--- config.mk ---
export PLATFORM = sky130hd
export DESIGN_NAME = pleasure_level
export DESIGN_NICKNAME = d
export VERILOG_FILES = /design/src/rtl/pleasure_pkg.sv /design/src/rtl/sat_step_counter.sv /design/src/rtl/pleasure_level.sv
export SDC_FILE = /design/constraint.sdc
export NUM_CORES = 1
export LEC_CHECK = 0
export ABC_AREA = 1
export CORE_AREA = 4 4 49 51
export DETAILED_ROUTE_END_ITERATION = 16
export DIE_AREA = 0 0 53 55
export GPL_TIMING_DRIVEN = 0
export PLACE_DENSITY = 0.81
export RECOVER_POWER = 100
export SLEW_MARGIN = 20
export SYNTH_ARGS = -nofsm -noshare
export SYNTH_HDL_FRONTEND = slang
export SYNTH_SLANG_ARGS = --single-unit
--- constraint.sdc ---
create_clock -name clk -period 3.5 [get_ports clk]
set_input_delay 0.35 -clock clk [delete_from_list [all_inputs] [get_ports clk]]
set_output_delay 0.35 -clock clk [all_outputs]
set_load 0.005 [all_outputs]
--- src/rtl/pleasure_pkg.sv ---
// Shared emotion-stage types and mood encodings.
// Reused by pleasure_level and sibling emotion stages.
package pleasure_pkg;

  typedef logic [1:0] mood_t;

  localparam mood_t MOOD_NEUTRAL    = 2'b00;
  localparam mood_t MOOD_PLEASED    = 2'b01;
  localparam mood_t MOOD_DISPLEASED = 2'b10;

endpackage

--- src/rtl/sat_step_counter.sv ---
// Saturating up/down/toward-MID step register.
// Ports: clk, rst, en_i, inc_i, dec_i, to_mid_i, level_o, changed_o.
module sat_step_counter #(
  parameter int WIDTH = 4
) (
  input  logic             clk,
  input  logic             rst,
  input  logic             en_i,
  input  logic             inc_i,
  input  logic             dec_i,
  input  logic             to_mid_i,
  output logic [WIDTH-1:0] level_o,
  output logic             changed_o
);

  localparam logic [WIDTH-1:0] MAX = '1;
  localparam logic [WIDTH-1:0] MID =
    {1'b1, {(WIDTH-1){1'b0}}};

  logic [WIDTH-1:0] level_q, level_d;
  logic             changed_q;

  always_comb begin
    level_d = level_q;
    if (en_i) begin
      if (inc_i && !dec_i) begin
        if (level_q != MAX)
          level_d = level_q + 1'b1;
      end else if (dec_i && !inc_i) begin
        if (level_q != '0)
          level_d = level_q - 1'b1;
      end else if (to_mid_i) begin
        if (level_q > MID)
          level_d = level_q - 1'b1;
        else if (level_q < MID)
          level_d = level_q + 1'b1;
      end
    end
  end

  always_ff @(posedge clk or posedge rst) begin
    if (rst) begin
      level_q   <= MID;
      changed_q <= 1'b0;
    end else begin
      level_q   <= level_d;
      changed_q <= (level_d != level_q);
    end
  end

  assign level_o   = level_q;
  assign changed_o = changed_q;

endmodule

--- src/rtl/pleasure_level.sv ---
// Integrates regulator requests into a decaying level + mood.
// Ports: clk, rst, tick, pleasure_inc/dec -> level, mood, flags.
module pleasure_level
  import pleasure_pkg::*;
#(
  parameter int WIDTH       = 4,
  parameter int LOW_TH      = 4,
  parameter int HIGH_TH     = 12,
  parameter int HYST        = 2,
  parameter int DECAY_TICKS = 8
) (
  input  logic             clk,
  input  logic             rst,
  input  logic             tick,
  input  logic             pleasure_inc,
  input  logic             pleasure_dec,
  output logic [WIDTH-1:0] level,
  output logic [1:0]       mood,
  output logic             level_changed,
  output logic             at_max,
  output logic             at_min
);

  localparam int IW = $clog2(DECAY_TICKS) + 1;
  localparam logic [IW-1:0] IDLE_LAST =
    IW'(DECAY_TICKS - 1);

  localparam logic [WIDTH-1:0] LOW_L   = WIDTH'(LOW_TH);
  localparam logic [WIDTH-1:0] HIGH_L  = WIDTH'(HIGH_TH);
  localparam logic [WIDTH-1:0] P_LEAVE =
    WIDTH'(HIGH_TH - HYST);
  localparam logic [WIDTH-1:0] D_LEAVE =
    WIDTH'(LOW_TH + HYST);

  logic          pend_inc_q, pend_inc_d;
  logic          pend_dec_q, pend_dec_d;
  logic [IW-1:0] idle_q, idle_d;
  logic          inc_e, dec_e, decay;
  mood_t         mood_q, mood_d;

  // Requests seen in the tick cycle itself still count.
  assign inc_e = pend_inc_q | pleasure_inc;
  assign dec_e = pend_dec_q | pleasure_dec;

  assign pend_inc_d = tick ? 1'b0 : inc_e;
  assign pend_dec_d = tick ? 1'b0 : dec_e;

  always_comb begin
    idle_d = idle_q;
    decay  = 1'b0;
    if (tick) begin
      if (inc_e || dec_e) begin
        idle_d = '0;
      end else if (idle_q == IDLE_LAST) begin
        idle_d = '0;
        decay  = 1'b1;
      end else begin
        idle_d = idle_q + 1'b1;
      end
    end
  end

  sat_step_counter #(
    .WIDTH(WIDTH)
  ) u_cnt (
    .clk      (clk),
    .rst      (rst),
    .en_i     (tick),
    .inc_i    (inc_e),
    .dec_i    (dec_e),
    .to_mid_i (decay),
    .level_o  (level),
    .changed_o(level_changed)
  );

  always_comb begin
    mood_d = mood_q;
    case (mood_q)
      MOOD_NEUTRAL: begin
        if (level >= HIGH_L)
          mood_d = MOOD_PLEASED;
        else if (level <= LOW_L)
          mood_d = MOOD_DISPLEASED;
      end
      MOOD_PLEASED: begin
        if (level <= LOW_L)
          mood_d = MOOD_DISPLEASED;
        else if (level < P_LEAVE)
          mood_d = MOOD_NEUTRAL;
      end
      MOOD_DISPLEASED: begin
        if (level >= HIGH_L)
          mood_d = MOOD_PLEASED;
        else if (level > D_LEAVE)
          mood_d = MOOD_NEUTRAL;
      end
      default: mood_d = MOOD_NEUTRAL;
    endcase
  end

  always_ff @(posedge clk or posedge rst) begin
    if (rst) begin
      pend_inc_q <= 1'b0;
      pend_dec_q <= 1'b0;
      idle_q     <= '0;
      mood_q     <= MOOD_NEUTRAL;
    end else begin
      pend_inc_q <= pend_inc_d;
      pend_dec_q <= pend_dec_d;
      idle_q     <= idle_d;
      mood_q     <= mood_d;
    end
  end

  assign mood   = mood_q;
  assign at_max = (level == '1);
  assign at_min = (level == '0);

endmodule

=== Yosys cells after proc, flatten, opt, wreduce, memory -nomap -nowiden ===
Cells that the tools add are included.

* Multiplexer cells: 22
* Reductions and logical operators: 9
* Bitwise operators: 2
* $add $sub $neg: 3
* Magnitude comparators: 6
* Equality and inequality tests: 9

{| class="wikitable"
|+ Operators by type and width
! cell !! count
|-
| $mux 4 || 10
|-
| $mux 2 || 6
|-
| $ne 3x3->1 const B || 3
|-
| $add 4x1->4 const B || 2
|-
| $lt 4x4->1 const B || 2
|-
| $pmux 2 s3 || 1
|-
| $mux 1 || 5
|-
| $eq 4x3->1 const B || 1
|-
| $eq 4x4->1 const B || 1
|-
| $ge 4x4->1 const B || 1
|-
| $gt 4x3->1 const B || 1
|-
| $gt 4x4->1 const B || 1
|-
| $le 4x3->1 const B || 1
|-
| $logic_not 4->1 || 1
|-
| $ne 4x4->1 || 1
|-
| $ne 4x4->1 const B || 1
|-
| $reduce_bool 4->1 || 1
|-
| $sub 4x1->4 const B || 1
|-
| $reduce_and 3->1 || 1
|-
| $eq 2x1->1 const B || 1
|-
| $eq 2x2->1 const B || 1
|-
| $logic_and 1x1->1 || 2
|-
| $logic_not 1->1 || 2
|-
| $logic_not 2->1 || 1
|-
| 2 further kinds || 3
|}

* Input port bits: 5
* Output and inout port bits: 9
* Bits in registers: 13
* Word-level logic and storage cells: 57

=== Longest topological paths before layout ===
* Depth in word-level cells: 9
* Depth in mapped cells: 17
* Gate-level depth less buffers: 17

=== Hierarchy ===
Synthesis repeated with hierarchy kept, for this count alone.

* Cell total of the unflattened synthesis: 152
* Area, all modules: 1,038.5 sq um

{| class="wikitable"
|+ Modules (own cells, without submodules)
! module !! cells each !! seq. area each (sq um) !! times used !! area an instance (sq um)
|-
| sat_step_counter || 85 || 126.4 || 1 || 575.6
|-
| pleasure_level || 67 || 200.2 || 1 || 462.9
|}

=== Worst setup path after synthesis ===
No wires, ideal clock.

* Path kind: register to register
* Start: register u_cnt.level_q[3] (netlist: u_cnt.level_o[3])
* End: register u_cnt.changed_q (netlist: u_cnt.changed_o)
* Setup time: 125 ps
* Arrival time: 1,729 ps
* Period minus slack after synthesis: 1,854 ps
* Slack: 1,646 ps
* Required time: 3,375 ps
* Cell stages (with the launch flop): 11
* Path buffers: 1
* Cells stage by stage: dfstp_2 -> buf_6 -> inv_4 -> ha_1 -> or2_0 -> a21oi_2 -> nand2_1 -> nand3_1 -> nand2_1 -> nor2_1 -> nand3_1

* Longest elaborated chain between the ends: 8
* Elaborated cells between the ends (all ways): 15
* Classes of those cells: add/sub: 2; order compare: 2; eq/ne: 2; mux: 8; reduce/logical: 1

{| class="wikitable"
|+ RTL lines
! item !! line !! source
|-
| start: declaration || sat_step_counter.sv:20 || <nowiki>logic [WIDTH-1:0] level_q, level_d;</nowiki>
|-
| start signal: assignment || sat_step_counter.sv:46 || <nowiki>level_q <= level_d;</nowiki>
|-
| $add 4x1->4 or $lt 4x4->1 (tied branches) || sat_step_counter.sv:28, sat_step_counter.sv:36, sat_step_counter.sv:35 ||
|-
| $mux 4 || sat_step_counter.sv:35 || <nowiki>else if (level_q < MID)</nowiki>
|-
| $mux 4 || sat_step_counter.sv:33 || <nowiki>if (level_q > MID)</nowiki>
|-
| $mux 4 || sat_step_counter.sv:32 || <nowiki>end else if (to_mid_i) begin</nowiki>
|-
| $mux 4 || sat_step_counter.sv:29 || <nowiki>end else if (dec_i && !inc_i) begin</nowiki>
|-
| $mux 4 || sat_step_counter.sv:26 || <nowiki>if (inc_i && !dec_i) begin</nowiki>
|-
| $mux 4 || sat_step_counter.sv:25 || <nowiki>if (en_i) begin</nowiki>
|-
| $ne 4x4->1 * || sat_step_counter.sv:47 || <nowiki>changed_q <= (level_d != level_q);</nowiki>
|-
| end signal: assignment || sat_step_counter.sv:47 ||
|-
| end: declaration || sat_step_counter.sv:21 || <nowiki>logic changed_q;</nowiki>
|}

Mark *: on every way between the ends. The rest lies on a longest branch, timed or not.
A chain may end at the register's enable or synchronous reset.

=== Worst setup path in the final report ===
* Start: register u_cnt.level_q[1] (netlist: u_cnt.level_o[1])
* End: output at_min

* Longest elaborated chain between the ends: 1

{| class="wikitable"
|+ RTL lines
! item !! line !! source
|-
| $logic_not 4->1 || pleasure_level.sv:117 || <nowiki>assign at_min = (level == '0);</nowiki>
|-
| end: declaration || pleasure_level.sv:21 || <nowiki>output logic at_min</nowiki>
|}

No other way between the ends.

==> results.py <==
metrics = {
    "clock_network": {
        "clock_path_buffers": 2,
        "clk_pin_slew_worst_paths_ns": 0.09,
        "cts_sinks": 13,
        "h-tree-depth": 1,
        "cts-root-buf": "clkbuf_4",
        "cts_buffers": 3,
        "cts_hold_buf": 0,
        "cts_tree": "done",
        "cts_resized": 0,
        "cts_setup_buffers": 0,
        "worstSkewPairLatency_ns": 0.29,
    },
    "power": {
        "peakVddDrop_uv": 340,
        "leakage_uw": 0.000690,
        "power_density_nw_per_um2": 524,
    },
    "placed_design": {
        "place_hpwl_um": 1930,
        "gp_congestion": 0.861,
        "pre_cts_ws_ns": 1.32,
        "placement.io_buffers": 13,
    },
    "worst_setup_path": {
        "arrival_ns": 2.06,
        "cp-start-kind": "register",
        "critical_path_class": "reg -> out",
        "cp_cell_sequence": "inv_1 -> ha_1 -> nand2_1 -> nor2_1 -> dlygate4sd3_1",
        "cp_top_family": "buffers and inverters",
        "cp_num_buf_inv": 2,
        "crit_slowest_cell": "dlygate4sd3_1",
        "slowest_delay_ns": 0.58,
        "required_ns": 3.15,
        "crit_path_max_fanout": 8,
        "cp-end-kind": "output pin",
    },
    "route": {
        "ant_nets": 0,
        "wl_per_cell_um": 12.1,
        "wl_um": 2540,
        "drcViolationCount": 0,
        "drt_iter0_drc": 44,
        "num_vias": 1135,
        "via_per_inst": 5.38,
        "drt-pass1-iter-count": 4,
    },
    "yosys": {
        "syn_nets": 178,
        "synth_cell_types": 29,
        "syn_avg_cell_area_um2": 6.71,
        "synth_warnings": 0,
        "ys_seq_elements": 13,
        "yosysSeqAreaShare": 0.291,
        "synthCells": 167,
        "synthesis.area_um2": 1120,
    },
    "worst_hold_path": {
        "hp-class": "in -> async",
    },
    "timing": {
        "drv_slew": 0,
        "finalSetupViolations": 0,
        "min_period_ns": 2.41,
        "rsz0062_at_grt": "false",
        "worst_pin_slew_ns": 0.502,
        "fmax_mhz": 415,
        "finalWorstSetupSlack_ns": 1.09,
        "skew_ns": 0.0113,
        "post-route-period-util": 0.689,
        "hold_slack_ns": 0.514,
        "tns_ns": 0,
        "relSlewSlack": 0.665,
        "hold_viol": 0,
    },
    "global_routing": {
        "gr-total-overflow": 0,
        "grt_max_degree": 14,
        "antenna_found_initial": 0,
        "grt_util_all_layers": 0.214,
        "grt_pass1_wl_um": 4540,
        "grt_pass1_vias": 1110,
    },
    "floorplan": {
        "die_w_um": 53,
        "coreArea_um2": 1940,
        "dieArea_um2": 2920,
        "start_util": 0.577,
        "ios": 14,
        "die_y_um": 55,
        "rows": 16,
    },
    "cells_and_area": {
        "drive_gt1_frac": 0.103,
        "final-seq-area_um2": 327,
        "fin_nets": 196,
        "fill_cells": 191,
        "diodes": 0,
        "syn2layout_area_growth_pct": 15.4,
        "multi_input_area_um2": 659,
    },
    "run": {
        "drv_cap": 0,
    },
    "status": {
        "outcome": "finished, final reports clean",
    },
}
[Yosys cell counts]
cell type / instances / area [µm²]
inv_2: 6 / 22.5
o21ai_1: 2 / 10.0
dfrtp_1: 12 / 300
nand2_4: 3 / 33.8
a22o_1: 1 / 8.76
nand2_1: 56 / 210
o211ai_1: 1 / 7.51
clkbuf_1: 1 / 3.75
nor2_2: 3 / 18.8
buf_6: 2 / 22.5
o22ai_1: 1 / 6.26
nor2_1: 10 / 37.5
a21oi_2: 2 / 17.5
nor2_4: 2 / 22.5
nand3_1: 18 / 90.1
clkinv_1: 1 / 3.75
xor2_1: 3 / 26.3
o21ai_0: 6 / 30.0
a31oi_1: 1 / 6.26
inv_4: 2 / 12.5
a21oi_1: 8 / 40.0
dfstp_2: 1 / 26.3
or2_0: 1 / 6.26
inv_1: 14 / 52.6
nand4_1: 1 / 6.26
o2111ai_1: 1 / 8.76
ha_1: 6 / 75.1
a22oi_1: 1 / 7.51
a21boi_0: 1 / 7.51
[report_power, final]
part	switching, µW	internal [µW]
registers	32.5	180
clock network	52.5	44.3
logic	216	153
[layer usage]
metal	vias up	track usage	share of wire
met2	40	0.380	0.47
met1	519	0.248	0.45
li1	570	-	-
met5	-	0	0
met4	0	0.0723	0.011
met3	6	0.0590	0.066
[layout by cell type (no fill, tap or decap), drive strengths merged]
cell,count
clkinv,1
a22o,1
buf,2
dfrtp,12
a22oi,1
nor2,15
xor2,3
nand2,59
inv,22
o2111ai,1
a21oi,10
or2,1
o22ai,1
nand4,1
a31oi,1
o21ai,8
clkbuf,5
dlygate4sd3,11
clkdlybuf4s50,2
nand3,18
o211ai,1
dfstp,1
ha,6
a21boi,1
[layout make-up]
type	count	share of cell area
inverter	23	0.0706
timing repair buffer	13	0.101
buffer	3	0.0203
multi-input combinational	128	0.510
tap	27	0.0261
sequential	13	0.252
clock buffer	4	0.0203
[flip-flops by register name, summed over array words and instances, names as in the netlist]
register         count
pend_dec_q           1
u_cnt.level_o        4
mood                 2
pend_inc_q           1
u_cnt.changed_o      1
idle_q               4
[final timing paths]
kind	start	to	slack [ns]	cells after the start
hold / removal	rst	u_cnt.level_o[2]	0.51	2
max in group asynchronous	rst	u_cnt.level_o[3]	2.63	2
hold reg to reg	mood[0]	mood[0]	0.53	1
setup / recovery	u_cnt.level_o[1]	at_min	1.09	5
setup reg to reg	u_cnt.level_o[3]	u_cnt.changed_o	1.36	10
min in group clk	mood[0]	mood[0]	0.53	1
[metrics by stage]
stage	util	cells	total power, µW	instance area [µm²]
floorplan	-	167	483	1120
global placement	0.662	207	590	1280
detailed placement	0.662	207	603	1280
CTS	0.675	211	701	1310
global route	0.666	211	745	1290
finish	0.666	211	678	1290
[cell families (layout without fill, tap and decap cells)]
| group | after synthesis | count (layout) | share of synthesized area |
|---|---|---|---|
| AOI/OAI and AO/OA | 25 | 25 | 0.134 |
| DFF | 13 | 13 | 0.291 |
| and+or+nand+nor | 94 | 94 | 0.379 |
| xor gates and xnor gates | 3 | 3 | 0.0234 |
| buffers and inverters | 26 | 43 | 0.105 |
| adders and majority gates | 6 | 6 | 0.0670 |
(Power assumes the default switching activity.)
